==> src/rtl/rst_seq_ctrl.sv <==
// Reset sequencer: reset bridge, minimum-width stretch, then staggered per-channel release.
// Optional RST_SEQ_EVT_CNT_EN adds rst_cnt_o, a saturating count of completed sequences.
//
// state   | meaning
// --------+--------------------------------------------------------------
// HOLD    | bridge just released; all channels asserted, soft requests ignored
// STRETCH | all channels asserted, counting the minimum reset width
// RELEASE | channels released one at a time, STAGGER_CYCLES apart
// RUN     | every channel released; waiting for a soft request
module rst_seq_ctrl #(
    parameter int NUM_CH         = 3,
    parameter int SYNC_STAGES    = 2,
    parameter int STRETCH_CYCLES = 16,
    parameter int STAGGER_CYCLES = 4
) (
    input  logic              aclk_i,
    input  logic              areset_n_i,
    input  logic              sw_rst_req_i,
    output logic              aclk_o,
    output logic [NUM_CH-1:0] areset_n_o,
    output logic              rst_busy_o,
    output logic              rst_done_o
`ifdef RST_SEQ_EVT_CNT_EN
    ,
    output logic [7:0]        rst_cnt_o
`endif
);

    localparam int CNT_MAX = (STRETCH_CYCLES > STAGGER_CYCLES) ? STRETCH_CYCLES : STAGGER_CYCLES;
    localparam int CW      = $clog2(CNT_MAX + 1);

    // Load values are one less than the wait, since the releasing edge is the one that sees zero.
    localparam logic [CW-1:0]     STRETCH_LOAD = CW'(STRETCH_CYCLES - 1);
    localparam logic [CW-1:0]     STAGGER_LOAD = CW'(STAGGER_CYCLES - 1);
    localparam logic [NUM_CH-1:0] CH_ONE       = NUM_CH'(1);
    localparam logic [NUM_CH-1:0] CH_ALL       = '1;

    typedef enum logic [1:0] {
        HOLD    = 2'd0,
        STRETCH = 2'd1,
        RELEASE = 2'd2,
        RUN     = 2'd3
    } state_t;

    logic [SYNC_STAGES-1:0] sync_q;
    logic                   rst_sync_n;

    state_t            state_q, state_d;
    logic [CW-1:0]     cnt_q, cnt_d;
    logic [NUM_CH-1:0] rst_q, rst_d;
    logic              busy_q, busy_d;
    logic              done_q, done_d;
    logic [NUM_CH-1:0] rel_next;
    logic              cnt_zero;

    assign aclk_o = aclk_i;

    always_ff @(posedge aclk_i or negedge areset_n_i) begin
        if (!areset_n_i) begin
            sync_q <= '0;
        end else begin
            sync_q <= {sync_q[SYNC_STAGES-2:0], 1'b1};
        end
    end

    assign rst_sync_n = sync_q[SYNC_STAGES-1];

    // Thermometer step: releases the lowest still-asserted channel.
    assign rel_next = (rst_q << 1) | CH_ONE;
    assign cnt_zero = (cnt_q == '0);

    always_comb begin
        state_d = state_q;
        cnt_d   = cnt_q;
        rst_d   = rst_q;
        done_d  = 1'b0;

        case (state_q)
            HOLD: begin
                state_d = STRETCH;
                cnt_d   = STRETCH_LOAD;
                rst_d   = '0;
            end
            STRETCH, RELEASE: begin
                if (cnt_zero) begin
                    rst_d = rel_next;
                    cnt_d = STAGGER_LOAD;
                    if (rel_next == CH_ALL) begin
                        state_d = RUN;
                        done_d  = 1'b1;
                    end else begin
                        state_d = RELEASE;
                    end
                end else begin
                    cnt_d = cnt_q - CW'(1);
                end
            end
            RUN: begin
                state_d = RUN;
            end
            default: begin
                state_d = HOLD;
                cnt_d   = '0;
                rst_d   = '0;
            end
        endcase

        // A soft request overrides everything, including a final release on the same edge.
        if (sw_rst_req_i && (state_q != HOLD)) begin
            state_d = STRETCH;
            cnt_d   = STRETCH_LOAD;
            rst_d   = '0;
            done_d  = 1'b0;
        end

        busy_d = ~(&rst_d);
    end

    always_ff @(posedge aclk_i or negedge rst_sync_n) begin
        if (!rst_sync_n) begin
            state_q <= HOLD;
            cnt_q   <= '0;
            rst_q   <= '0;
            busy_q  <= 1'b1;
            done_q  <= 1'b0;
        end else begin
            state_q <= state_d;
            cnt_q   <= cnt_d;
            rst_q   <= rst_d;
            busy_q  <= busy_d;
            done_q  <= done_d;
        end
    end

    assign areset_n_o = rst_q;
    assign rst_busy_o = busy_q;
    assign rst_done_o = done_q;

`ifdef RST_SEQ_EVT_CNT_EN
    logic [7:0] evt_cnt_q, evt_cnt_d;

    // Counts on the same edge the done pulse is launched, so both appear together.
    always_comb begin
        evt_cnt_d = evt_cnt_q;
        if (done_d && (evt_cnt_q != 8'hFF)) begin
            evt_cnt_d = evt_cnt_q + 8'd1;
        end
    end

    always_ff @(posedge aclk_i or negedge rst_sync_n) begin
        if (!rst_sync_n) begin
            evt_cnt_q <= '0;
        end else begin
            evt_cnt_q <= evt_cnt_d;
        end
    end

    assign rst_cnt_o = evt_cnt_q;
`endif

endmodule

==> config.mk <==
export PLATFORM = sky130hd
export DESIGN_NAME = rst_seq_ctrl
export DESIGN_NICKNAME = d
export VERILOG_FILES = /design/src/rtl/rst_seq_ctrl.sv
export SDC_FILE = /design/constraint.sdc
export NUM_CORES = 1
export LEC_CHECK = 0
export CORE_MARGIN = 1
export CORE_UTILIZATION = 45
export CTS_BUF_LIST = sky130_fd_sc_hd__clkbuf_8
export DETAILED_ROUTE_END_ITERATION = 8
export PLACE_DENSITY = 0.67
export SYNTH_ARGS = -nofsm -noshare
export SYNTH_HDL_FRONTEND = slang
export SYNTH_SLANG_ARGS = --single-unit
==> constraint.sdc <==
create_clock -name aclk_i -period 0.8 [get_ports aclk_i]
set_input_delay 0.08 -clock aclk_i [delete_from_list [all_inputs] [get_ports aclk_i]]
set_output_delay 0.08 -clock aclk_i [all_outputs]
set_load 0.05 [all_outputs]
==> flow_summary_export.csv <==
group,metric,value,unit
status,outcome,"finished, violations left",
status,violations,"setup timing",
die,start_util,0.502,
logic_synthesis,synth_area,686,sq um
worst_setup_path,required,1.04,ns
worst_hold_path,worstHoldPathType,"register to async pin",
routing,route.met2.wl,1.08,mm
sta,finalMaxSlewViolations,0,
place,dp_cells,99,
pwr,p_leak,0.571,nW
sta,finClkSkew,0.00768,ns
routing,met3WireLength,71,um
routing,dr.max_layer_used,"met4",
worst_setup_path,cp_slowest_stage_delay,0.53,ns
logic_synthesis,yosys_warnings,0,
worst_setup_path,cp.depth,5,
sta,finalSetupViolations,17,
finish,seq_area,352,sq um
finish,syn2layout_area_growth,81.9,%
cts,path_clk_slew,0.06,ns
routing,drt_wl_total,2.22,mm
logic_synthesis,synth_cell_type_count,30,
routing,post_drt_wl_per_cell,18.8,um
sta,hold_viol,0,
global_routing,grt_pass1_wl,3.17,mm
global_routing,grt.overflow.total,0,
routing,via_count,668,
worst_setup_path,crit_start,"cnt_q[1]",
routing,antenna_left,0,
sta,post-route-min-period,1.63,ns
worst_setup_path,r2r_start,"cnt_q[1]",
pwr,totalPowerFinal,4.39,mW
logic_synthesis,synth_nets,69,
worst_setup_path,crit_slowest_cell,"or4b_4",
die,dieHeight,41.0,um
pwr,power_density,3520,mW/mm^2
finish,antennaDiodeCount,0,
global_routing,grt_max_degree,13,
finish,fin_util,0.913,
place,buffer_ports.inserted,8,
logic_synthesis,synthCells,63,
die,row_count,13,
worst_setup_path,path_delay_family,"simple AND/OR/NAND/NOR gates",
sta,grt_setup_unrepaired,"yes",
cts,clk_latency,0.35,ns
sta,period_share,2.03,
global_routing,grt_pass1_vias,698,
worst_setup_path,cp_cell_sequence,"inv_1 > ha_2 > or4b_4 > and3_4 > o21a_1",
place,dpl.hpwl,1.04,mm
finish,drive_gt1_frac,0.583,
worst_setup_path,path_class,"register to register",
worst_setup_path,worst-path-buf-inv,1,
die,die_x,41.0,um
routing,viasPerCell,5.66,
finish,multi_input_area,380,sq um
worst_setup_path,endpoint_kind,"register",
die,ioPinCount,9,
logic_synthesis,synth_seq_cells,14,
routing,wl_met1,983,um
die,core-area,0.00137,sq mm
logic_synthesis,synth.avg_cell_area,10.9,sq um
finish,fill_cells,49,
run,drv_cap,0,
worst_setup_path,worstPathArrival,1.87,ns
worst_setup_path,worstRegToRegCells,5,
worst_setup_path,start_kind,"register",
global_routing,grt_antenna_before_repair,0,
routing,drt_iter0_markers,10,
worst_setup_path,crit_fanout,7,
place,gp_congestion,0.741,
cts,cts_tree,"built",
logic_synthesis,ys_seq_area_frac,0.513,
routing,firstDrtPassIters,4,
pwr,ir_worst_vdd,2600,uV
global_routing,grtUsageTotal,0.321,
routing,drc_errors,0,
place,placed_area,958,sq um
sta,fmax,615,MHz
sta,setup_ws,-0.825,ns
finish,stdcell_count,118,
die,dieArea,0.00168,sq mm
finish,nNetsFinal,110,
finish,finalInstanceArea,0.00125,sq mm
## layer usage
metal / global-route usage / vias up
met1: 0.316 / 341
met2: 0.488 / 13
li1: - / 304
met4: 0.300 / 0
met3: 0.152 / 10
met5: 0 / -
## cells by family after synthesis
logic type / after synthesis / synth area share
AO/OA/AOI/OAI: 9 / 0.0985
adder cells (fa/ha/maj): 3 / 0.0548
buffers and inverters: 9 / 0.0657
flip-flops: 14 / 0.513
multiplexers: 3 / 0.0438
other: 1 / 0.00547
AND/OR/NAND/NOR: 24 / 0.219
## synth_stat cells
library cell | count | area share
dfrtp_1 | 13 | 0.47
nand3_1 | 6 | 0.044
inv_1 | 5 | 0.027
nand2_1 | 4 | 0.022
ha_1 | 3 | 0.055
mux2i_1 | 3 | 0.044
nor4_1 | 3 | 0.027
clkbuf_1 | 2 | 0.011
o21a_1 | 2 | 0.022
or4b_1 | 2 | 0.029
a211o_1 | 1 | 0.013
a21oi_1 | 1 | 0.0073
a31oi_1 | 1 | 0.0091
a41oi_1 | 1 | 0.013
and2_1 | 1 | 0.0091
and3_1 | 1 | 0.0091
and3_4 | 1 | 0.016
buf_4 | 1 | 0.011
buf_6 | 1 | 0.016
conb_1 | 1 | 0.0055
dfstp_2 | 1 | 0.038
nand2b_1 | 1 | 0.0091
nand4_1 | 1 | 0.0091
nor2_1 | 1 | 0.0055
nor2_4 | 1 | 0.016
o2111ai_1 | 1 | 0.013
o21ai_0 | 1 | 0.0073
o311a_1 | 1 | 0.015
or2_2 | 1 | 0.0091
or3b_1 | 1 | 0.013
## worst paths after layout
check / endpoint / slack, ns
max: state_q[1] / -0.83
min: cnt_q[2] / 0.16
max reg2reg: state_q[1] / -0.83
min reg2reg: cnt_q[2] / 0.16
max in group asynchronous: sync_q[0] / 0.20
min in group aclk_i: aclk_o / 0.32
## layout make-up
type,count,area share
multi-input cells,40,0.305
clock inverters,1,0.00301
clock buffers,6,0.0672
inverters,5,0.0150
repair buffers,37,0.313
flip-flops and latches,14,0.282
well taps,15,0.0150
## metrics by stage
stage	hold slack [ns]	setup WS, ns	TNS (ns)
finish	0.161	-0.825	-10.01
floorplan	-0.216	-0.790	-7.75
global placement	0.171	-0.761	-8.23
detailed placement	0.171	-0.784	-8.52
CTS	0.176	-0.789	-9.42
global route	0.196	-0.863	-10.58
## sequential cells by signal, indices dropped and copies added (netlist names)
name / cells
cnt_q: 5
state_q: 2
rst_busy_o: 1
areset_n_o: 3
sync_q: 2
rst_done_o: 1
## power breakdown
part / switching (mW) / internal [mW] / leakage [nW]
combinational: 1.02 / 1.27 / 0.357
clock: 0.538 / 0.695 / 0.0487
sequential: 0.0681 / 0.806 / 0.165
total: 1.62 / 2.77 / 0.571
## timing repair
action,4_1_cts,5_1_grt
setup endpoints to repair,18,17
gates cloned,1,0
gates resized for setup,24,6
hold endpoints to repair,2,0
pin swaps,6,3
buffers inserted,8,3
hold buffers,1,0
## layout by cell type, fill, tap and decap left out, types with 2 or more instances in the layout
cell,synthesis,layout
buf_6,1,2
buf_12,0,5
inv_1,5,4
buf_4,1,24
o21a_1,2,2
inv_2,0,2
dfrtp_1,13,13
buf_8,0,3
nand2_1,4,2
clkdlybuf4s50_1,0,2
clkbuf_8,0,5
mux2i_1,3,3
nand3_1,6,5
or4b_4,0,2
(Power assumes the default switching activity.)
